File: src/rtl/ga_hw_pkg.sv
// Shared GA hardware types: selection method encoding, engine states, rank total helper.
package ga_hw_pkg;

    typedef enum logic {
        PROPORTIONATE = 1'b0,
        RANK          = 1'b1
    } selection_t;

    typedef enum logic [2:0] {
        IDLE,
        SUM,
        THRESH,
        SCAN,
        DONE
    } state_t;

    // Sum of rank weights 1..pop for an ascending-sorted population
    function automatic int unsigned rank_total(input int unsigned pop);
        return (pop * (pop + 1)) / 2;
    endfunction

endpackage

File: src/rtl/ga_fitness_regfile.sv
// Fitness storage: one write port, one combinational indexed read port, async clear.
module ga_fitness_regfile #(
    parameter int unsigned DEPTH = 16,
    parameter int unsigned WIDTH = 16,
    parameter int unsigned IDX_W = $clog2(DEPTH)
) (
    input  logic             clk,
    input  logic             rst,
    input  logic             wr_en,
    input  logic [IDX_W-1:0] wr_idx,
    input  logic [WIDTH-1:0] wr_data,
    input  logic [IDX_W-1:0] rd_idx,
    output logic [WIDTH-1:0] rd_data
);

    logic [WIDTH-1:0] mem [DEPTH];

    always_ff @(posedge clk or posedge rst) begin
        if (rst) begin
            for (int i = 0; i < int'(DEPTH); i++) begin
                mem[i] <= '0;
            end
        end else if (wr_en) begin
            mem[wr_idx] <= wr_data;
        end
    end

    assign rd_data = mem[rd_idx];

endmodule

File: src/rtl/ga_selection_engine.sv
// GA parent selection engine: roulette-wheel or rank selection over a stored fitness array,
// one selection per request, result held until accepted.
module ga_selection_engine
    import ga_hw_pkg::*;
#(
    parameter int unsigned POP_SIZE  = 16,
    parameter int unsigned FIT_WIDTH = 16,
    parameter int unsigned IDX_WIDTH = $clog2(POP_SIZE),
    parameter int unsigned SUM_W     = FIT_WIDTH + IDX_WIDTH
) (
    input  logic                 CLK,
    input  logic                 RESET,
    input  logic                 wr_en,
    input  logic [IDX_WIDTH-1:0] wr_idx,
    input  logic [FIT_WIDTH-1:0] wr_fitness,
    input  logic                 start,
    input  logic                 mode,
    input  logic [SUM_W-1:0]     rand_val,
    output logic                 busy,
    output logic                 sel_valid,
    input  logic                 sel_ready,
    output logic [IDX_WIDTH-1:0] sel_idx,
    output logic                 zero_total
);

    localparam int unsigned          PROD_W   = 2 * SUM_W;
    localparam logic [SUM_W-1:0]     RANK_SUM = SUM_W'(rank_total(POP_SIZE));
    localparam logic [IDX_WIDTH-1:0] LAST_IDX = IDX_WIDTH'(POP_SIZE - 1);

    state_t                 state;
    state_t                 next_state;
    selection_t             mode_q;
    logic [SUM_W-1:0]       rand_q;
    logic [SUM_W-1:0]       acc;
    logic [SUM_W-1:0]       thr;
    logic [IDX_WIDTH-1:0]   j;
    logic [FIT_WIDTH-1:0]   fit_rd;
    logic                   busy_d;
    logic                   valid_d;

    logic [SUM_W-1:0]       total_c;
    logic [PROD_W-1:0]      prod_c;
    logic [SUM_W-1:0]       thr_c;
    logic [SUM_W-1:0]       w_c;
    logic [SUM_W-1:0]       acc_next_c;
    logic                   hit_c;
    logic                   zero_c;

    ga_fitness_regfile #(
        .DEPTH (POP_SIZE),
        .WIDTH (FIT_WIDTH),
        .IDX_W (IDX_WIDTH)
    ) u_fit (
        .clk     (CLK),
        .rst     (RESET),
        .wr_en   (wr_en && (state == IDLE)),
        .wr_idx  (wr_idx),
        .wr_data (wr_fitness),
        .rd_idx  (j),
        .rd_data (fit_rd)
    );

    // Selection arithmetic; in THRESH acc still holds the PROPORTIONATE total
    always_comb begin
        total_c    = (mode_q == RANK) ? RANK_SUM : acc;
        prod_c     = PROD_W'(rand_q) * PROD_W'(total_c);
        thr_c      = SUM_W'(prod_c >> SUM_W);
        w_c        = (mode_q == RANK) ? (SUM_W'(j) + SUM_W'(1)) : SUM_W'(fit_rd);
        acc_next_c = acc + w_c;
        hit_c      = (thr < acc_next_c) || (j == LAST_IDX);
        zero_c     = (mode_q == PROPORTIONATE) && (acc == '0);
    end

    always_ff @(posedge CLK or posedge RESET) begin
        if (RESET) begin
            state <= IDLE;
        end else begin
            state <= next_state;
        end
    end

    always_comb begin
        next_state = state;
        case (state)
            IDLE:    if (start) next_state = (selection_t'(mode) == RANK) ? THRESH : SUM;
            SUM:     if (j == LAST_IDX) next_state = THRESH;
            THRESH:  next_state = zero_c ? DONE : SCAN;
            SCAN:    if (hit_c) next_state = DONE;
            DONE:    if (sel_ready) next_state = IDLE;
            default: next_state = IDLE;
        endcase
    end

    // Status flags follow the state being entered so they are registered yet aligned
    always_comb begin
        busy_d  = 1'b0;
        valid_d = 1'b0;
        busy_d  = (next_state != IDLE);
        valid_d = (next_state == DONE);
    end

    always_ff @(posedge CLK or posedge RESET) begin
        if (RESET) begin
            busy      <= 1'b0;
            sel_valid <= 1'b0;
        end else begin
            busy      <= busy_d;
            sel_valid <= valid_d;
        end
    end

    always_ff @(posedge CLK or posedge RESET) begin
        if (RESET) begin
            mode_q     <= PROPORTIONATE;
            rand_q     <= '0;
            acc        <= '0;
            thr        <= '0;
            j          <= '0;
            sel_idx    <= '0;
            zero_total <= 1'b0;
        end else begin
            case (state)
                IDLE: begin
                    if (start) begin
                        mode_q     <= selection_t'(mode);
                        rand_q     <= rand_val;
                        acc        <= '0;
                        j          <= '0;
                        zero_total <= 1'b0;
                    end
                end
                SUM: begin
                    acc <= acc + SUM_W'(fit_rd);
                    j   <= j + IDX_WIDTH'(1);
                end
                THRESH: begin
                    thr <= thr_c;
                    j   <= '0;
                    if (zero_c) begin
                        sel_idx    <= rand_q[IDX_WIDTH-1:0];
                        zero_total <= 1'b1;
                    end else begin
                        acc <= '0;
                    end
                end
                SCAN: begin
                    if (hit_c) begin
                        sel_idx <= j;
                    end else begin
                        acc <= acc_next_c;
                        j   <= j + IDX_WIDTH'(1);
                    end
                end
                default: ;
            endcase
        end
    end

endmodule

File: config.mk
export PLATFORM = sky130hd
export DESIGN_NAME = ga_selection_engine
export DESIGN_NICKNAME = d
export VERILOG_FILES = /design/src/rtl/ga_hw_pkg.sv /design/src/rtl/ga_fitness_regfile.sv /design/src/rtl/ga_selection_engine.sv
export SDC_FILE = /design/constraint.sdc
export NUM_CORES = 2
export LEC_CHECK = 0
export CORE_MARGIN = 2
export CORE_UTILIZATION = 65
export CTS_BUF_LIST = sky130_fd_sc_hd__clkbuf_8 sky130_fd_sc_hd__clkbuf_16
export DETAILED_ROUTE_END_ITERATION = 7
export PLACE_DENSITY = 0.9
export RECOVER_POWER = 25
export SLEW_MARGIN = 20
export SYNTH_ARGS = -nofsm -noshare
export SYNTH_HDL_FRONTEND = slang
export SYNTH_SLANG_ARGS = --single-unit
File: constraint.sdc
create_clock -name CLK -period 14.7 [get_ports CLK]
set_clock_uncertainty 0.1 [all_clocks]
set_input_delay 2.205 -clock CLK [delete_from_list [all_inputs] [get_ports CLK]]
set_output_delay 2.205 -clock CLK [all_outputs]
set_load 0.1 [all_outputs]
-- Word level (Yosys, flattened, before mapping)
Index checks and enable logic that the tools add are counted.
- register bits after elaboration: 331
- latch bits: 0
- memory bits (writable): 0
- memory bits (read-only): 0
- input bits: 46
- output and inout bits: 7
- word-level logic and storage cells: 92
- memories: 0
- add/subtract/negate cells: 4
- $mul: 1
- div/mod/pow operators: 0
- magnitude comparators: 4
- eq/ne operators: 11
- shift-type cells: 0
- multiplexer cells: 28
- bitwise logic cells: 3
- reductions and logical operators: 15
- operator list (operator ; count):
    $bwmux 256 ; 1
    $mux 20 ; 4
    $pmux 20 s4 ; 1
    $bmux 16 s4 ; 1
    $demux 16 s4 ; 1
    $mux 16 ; 4
    $add 20x16->20 ; 2
    $mul 20x20->40 ; 1
    $logic_not 20->1 ; 1
    $lt 20x20->1 ; 1
    $mux 4 ; 4
    $pmux 4 s4 ; 1
    $mux 3 ; 5
    $pmux 3 s5 ; 1
    $ge 5x5->1 const B ; 2
    $ne 2x2->1 const B ; 5
    $not 4->5 ; 2
    $reduce_and 3->1 ; 3
    $pmux 4 s2 ; 1
    $eq 3x2->1 const B ; 2
    $eq 3x3->1 const B ; 2
    $add 4x1->5 const B ; 1
    $lt 5x1->1 const B ; 1
    $add 4x1->4 const B ; 1
    other kinds (14) ; 18

-- Depth between registers and ports, before layout
- word-level depth: 11
- gate-level depth with buffers: 29
- depth with buffers taken out: 26

-- By module
Synthesis repeated with hierarchy kept, for this count alone.
- cells, all modules: 2796
- area total of the unflattened synthesis: 29882.4 µm²
- by module, submodules not included (module ; instances ; cells each ; area each (µm²)):
    ga_selection_engine ; 1 ; 2081 ; 18301.3
    ga_fitness_regfile ; 1 ; 715 ; 11581.1

-- Worst setup path after synthesis
No wires, ideal clock.
- path kind: register to register
- from: register mode_q
- to: register thr[10]
- library setup time: 0.135 ns
- data arrival time: 6.609 ns
- required time: 14.465 ns
- slack: 7.857 ns
- cell stages (with the launch flop): 26
- path buffers: 1
- period minus slack after synthesis: 6.843 ns
- path through: dfrtp_1 nor2_1 clkbuf_1 nor2b_1 fa_1 fa_1 inv_1 fa_1 inv_1 fa_1 inv_1 fa_1 inv_1 fa_1 inv_1 fa_1 inv_1 ha_1 nand2_1 a211o_1 o221ai_1 a21oi_1 o41ai_2 nor2_1 a32oi_1 o22ai_1
- longest elaborated chain between the ends: 2
- RTL lines (element ; RTL line ; source):
    start, declared ; ga_selection_engine.sv:32 ; selection_t mode_q;
    start signal, assigned ; ga_selection_engine.sv:125 ; mode_q <= selection_t'(mode);
    $mux 20 ; ga_selection_engine.sv:65 ; total_c = (mode_q == RANK) ? RANK_SUM : acc;
    $mul 20x20->40 ; ga_selection_engine.sv:66 ; prod_c = PROD_W'(rand_q) * PROD_W'(total_c);
    end signal, assigned ; ga_selection_engine.sv:137 ; thr <= thr_c;
    end, declared ; ga_selection_engine.sv:35 ; logic [SUM_W-1:0] thr;
No other way between the ends.
A chain may end at the register's enable or synchronous reset.

-- Final worst setup path
- from: register j[0]
- to: register acc[15]
- longest elaborated chain between the ends: 10
- elaborated cells between the ends (all ways): 15
- RTL lines (element ; RTL line ; source):
    start, declared ; ga_selection_engine.sv:36 ; logic [IDX_WIDTH-1:0] j;
    start signal, assigned ; ga_selection_engine.sv:134 ; j <= j + IDX_WIDTH'(1);
    start signal, assigned ; ga_selection_engine.sv:151 ; j <= j + IDX_WIDTH'(1);
    $not 4->5 (implied by the code) ; ga_fitness_regfile.sv:28 ; assign rd_data = mem[rd_idx];
    $bmux 16 s4 ; ga_fitness_regfile.sv:28 ;
    $mux 16 (implied by the code) (2 in a row) ; ga_fitness_regfile.sv:28 ;
    $mux 16 ; ga_selection_engine.sv:68 ; w_c = (mode_q == RANK) ? (SUM_W'(j) + SUM_W'(1)) : SUM_W'(fit_rd);
    $add 20x16->20 ; ga_selection_engine.sv:69 ; acc_next_c = acc + w_c;
    $lt 20x20->1 ; ga_selection_engine.sv:70 ; hit_c = (thr < acc_next_c) || (j == LAST_IDX);
    $logic_or 1x1->1 ; ga_selection_engine.sv:70 ;
    $ne 2x2->1 (no line) ; -- ;
    $reduce_and 4->1 (no line) ; -- ;
    end signal, assigned ; ga_selection_engine.sv:133 ; acc <= acc + SUM_W'(fit_rd);
    end signal, assigned ; ga_selection_engine.sv:150 ; acc <= acc_next_c;
    end, declared ; ga_selection_engine.sv:34 ; logic [SUM_W-1:0] acc;
Parallel ways exist; a longest one is shown, timed or not. The select of a mux whose other input is x is not followed.

==> results.json <==
{
  "outcome": "finished, violations left",
  "violations": "capacitance limit, slew limit",
  "rr_worst_depth": 24,
  "worstSetupPathType": "register to register",
  "ys_seq_area_share_pct": 27.8,
  "synth_fp_nets": 3355,
  "die_area_sq_um": 47500,
  "track_usage_pct": 32.0,
  "remaining_drc_errors": 0,
  "area_growth_pct": 7.49,
  "ys_seq_elements": 331,
  "io_pins": 53,
  "critPathMaxFanout": 50,
  "syn_avg_cell_area_sq_um": 10.7,
  "max-clock-path-buffers": 3,
  "clk_pin_slew_worst_paths_ps": 70,
  "synth_mux_area_share_pct": 16.3,
  "rsz0062_at_grt": "no",
  "timing.rr.start": "j[0]",
  "wl_per_cell_um": 21.6,
  "pre_cts_slack_ps": 6210,
  "drive_gt1_share_pct": 9.11,
  "min-delay-start": "thr[0]",
  "synth_top_family_by_area": "adder cells",
  "cp_top_family": "compound AO/OA/AOI/OAI gates",
  "synth_fa_ha_area_share_pct": 30.0,
  "reg2reg_setup_slack_ps": 6020,
  "viasPerCell": 6.21,
  "synth_xor_area_share_pct": 1.50,
  "intPower_mw": 3.99,
  "num_rows": 78,
  "clock.fmax_ghz": 0.115,
  "yosysUniqueCellTypes": 71,
  "dp.cells": 3312,
  "htree_levels": 2,
  "slew_violations": 211,
  "min_period_ps": 8680,
  "power_switching_mw": 3.63,
  "hp-class": "register to register",
  "drt-total-wl_mm": 73.0,
  "cp_common_cell": "o21ai_1",
  "setup_slack_ps": 6020,
  "p_leak_nw": 15.9,
  "post_cts_buffers": 0,
  "first_pass_iters": 5,
  "gr-total-overflow": 0,
  "final_cell_mix": "inv_1, nand2_1, dfrtp_1",
  "synth-compound-area-share_pct": 5.58,
  "yosys.area_share.simple_pct": 11.8,
  "crit_chain": "buf_4, mux4_2, mux4_2, nand2_1, nand2_1, fa_1, a211oi_1, nor2_1, o31ai_1, o21ai_1, a31oi_1, o21ai_1, nand3_1, xor2_1, ha_1, nand4_1, nor2_1, a221oi_1, o21ai_0, a41o_1, a31oi_1, and3_1, a22oi_1, o21ai_1",
  "timing.rr.end": "acc[15]",
  "nets": 3319,
  "clockRootBuffer": "clkbuf_16",
  "setup_tns_ps": 0,
  "synth_top_area_share_pct": 27.8,
  "slew_headroom_pct": -298,
  "cts_buffers": 37,
  "vias": 21000,
  "cts_resized": 0,
  "netlist_area_sq_um": 29800,
  "setup_viol": 0,
  "fin_cells": 3381,
  "synth_edf_count": 0,
  "cts_hold_buffers": 0,
  "timing.hold.ws_ps": 386,
  "final_hold_viol_count": 0,
  "min_to": "thr[0]",
  "fillers": 2940,
  "clock_latency_ps": 570,
  "slowest_delay_ps": 1000,
  "cp.arrival_ps": 9040,
  "netSwitchingFraction_pct": 47.7,
  "power.density_nw_per_um2": 238,
  "cap_viol_max_count": 3,
  "p_clk_share_pct": 12.7,
  "power.share.sequential_pct": 23.4,
  "die_x_um": 218,
  "grt_pass1_vias": 23200,
  "vdd_drop_max_mv": 0.157,
  "detail-route-antenna-nets": 0,
  "routabilityCongestion": 0.921,
  "io_buffers": 52,
  "die_h_um": 218,
  "period_share_pct": 59.0,
  "synth_warnings": 0,
  "grt_pass1_wl_mm": 119,
  "pwr-share-comb_pct": 63.8,
  "hold_path_depth": 2,
  "synthArstFlopShare_pct": 100,
  "dr.first_iter.drc_count": 1797,
  "cp.required_ps": 15060,
  "cts_tree": "built",
  "worst_slew_pin_slew_ps": 5940,
  "syn_inst": 2788,
  "cp-start-kind": "register",
  "grt_start_max_net_pins": 205,
  "path_buf_inv": 1,
  "dp_hpwl_mm": 52.2,
  "clkSinkCount": 331,
  "layout_commonest_cell": "inv_1",
  "yosysTopAreaCell": "dfrtp_1",
  "endpoint_kind": "register",
  "start_util_pct": 65.7,
  "crit_slowest_cell": "and3_1",
  "core_area_sq_um": 45300,
  "fin_util_pct": 70.7,
  "synth_top_flop_cell": "dfrtp_1",
  "ys_top_cells_by_area": "dfrtp_1, fa_1, ha_1, mux2_1, mux4_2",
  "antenna_found_initial": 3
}
## stage by stage
stage	power (mW)	instance area [sq um]
4_1_cts	7.57	32000
2_1_floorplan	5.23	29800
6_report	7.62	32000
3_3_place_gp	6.23	30700
5_1_grt	8.23	32000
3_5_place_dp	6.52	30700
## flip-flops by register name, indices dropped and copies added, names as in the netlist
register / count
mode_q: 1
acc: 20
zero_total: 1
j: 4
sel_idx: 4
state: 3
rand_q: 20
u_fit.mem: 256
thr: 20
busy: 1
sel_valid: 1
## worst max path at each step
stage,start,endpoint,slack [ps],cells past startpoint
2_1_floorplan,RESET,acc[0],3230,1
3_3_place_gp,j[0],acc[19],6490,24
3_5_place_dp,j[0],acc[15],6210,24
4_1_cts,j[0],acc[15],6200,24
5_1_grt,RESET,u_fit.mem[67],4750,3
6_report,j[0],acc[15],6020,24
## cell usage after synthesis, types with 3 or more instances
cell and n:
nand4_1 13, o31ai_1 11, nor2b_1 45, mux2i_1 9
a21o_1 32, xor2_1 29, clkbuf_1 141, inv_1 384
nor4_1 6, o21bai_1 9, dfrtp_1 331, or3_1 3
o21ai_1 51, a31o_2 4, nand3_1 15, and3_1 18
fa_1 321, a31oi_1 6, buf_1 6, ha_1 200
a211oi_1 10, a41oi_1 3, nand2_1 355, and2_1 194
a21oi_1 61, mux2_1 211, mux4_2 80, buf_2 11
o21ai_0 32, mux2_2 52, nand2b_1 6, o211ai_1 6
nor2_1 43, xnor2_1 22, o22ai_1 5, nor3_1 11
o21a_1 9
## layer usage
metal  track usage, %  part of all wire (%)  vias to the layer above
met4             15.6                   5.0                        2
met5                0                 0.022                        -
met2             56.1                    51                     1021
met3             5.16                   7.2                      301
met1             38.6                    37                    10700
li1                 -                     -                     9011
## power by group through the flow
stage          sequential (mW)  clock (mW)  combinational, mW
2_1_floorplan             1.57           0               3.67
3_3_place_gp              1.71           0               4.53
3_5_place_dp              1.77           0               4.75
4_1_cts                   1.76       0.980               4.83
5_1_grt                   1.82        1.02               5.39
6_report                  1.79       0.971               4.86
## area by class of cell
class	count	area, sq um	area share (%)
multi-input cells	1910	19400	60.7
flip-flops and latches	331	8290	25.9
inverters	385	1450	4.52
clock buffers	44	1020	3.19
repair buffers	87	796	2.49
well taps	600	751	2.35
clock inverters	21	264	0.825
diodes	3	7.51	0.0235
## worst min-delay path: stages (launching register included)
cell     delay [ps]
dfrtp_1         340
nand2_1          50
o21ai_1          60
## kinds of logic (layout without fill, tap and decap cells)
kind of cell,after synthesis,count (layout)
DFF,331,331
xor gates and xnor gates,51,51
buffers and inverters,547,537
other,0,3
and+or+nand+nor,722,722
muxes,352,352
AOI/OAI and AO/OA,264,264
adders and majority gates,521,521
Power figures use the tool's default switching activity.
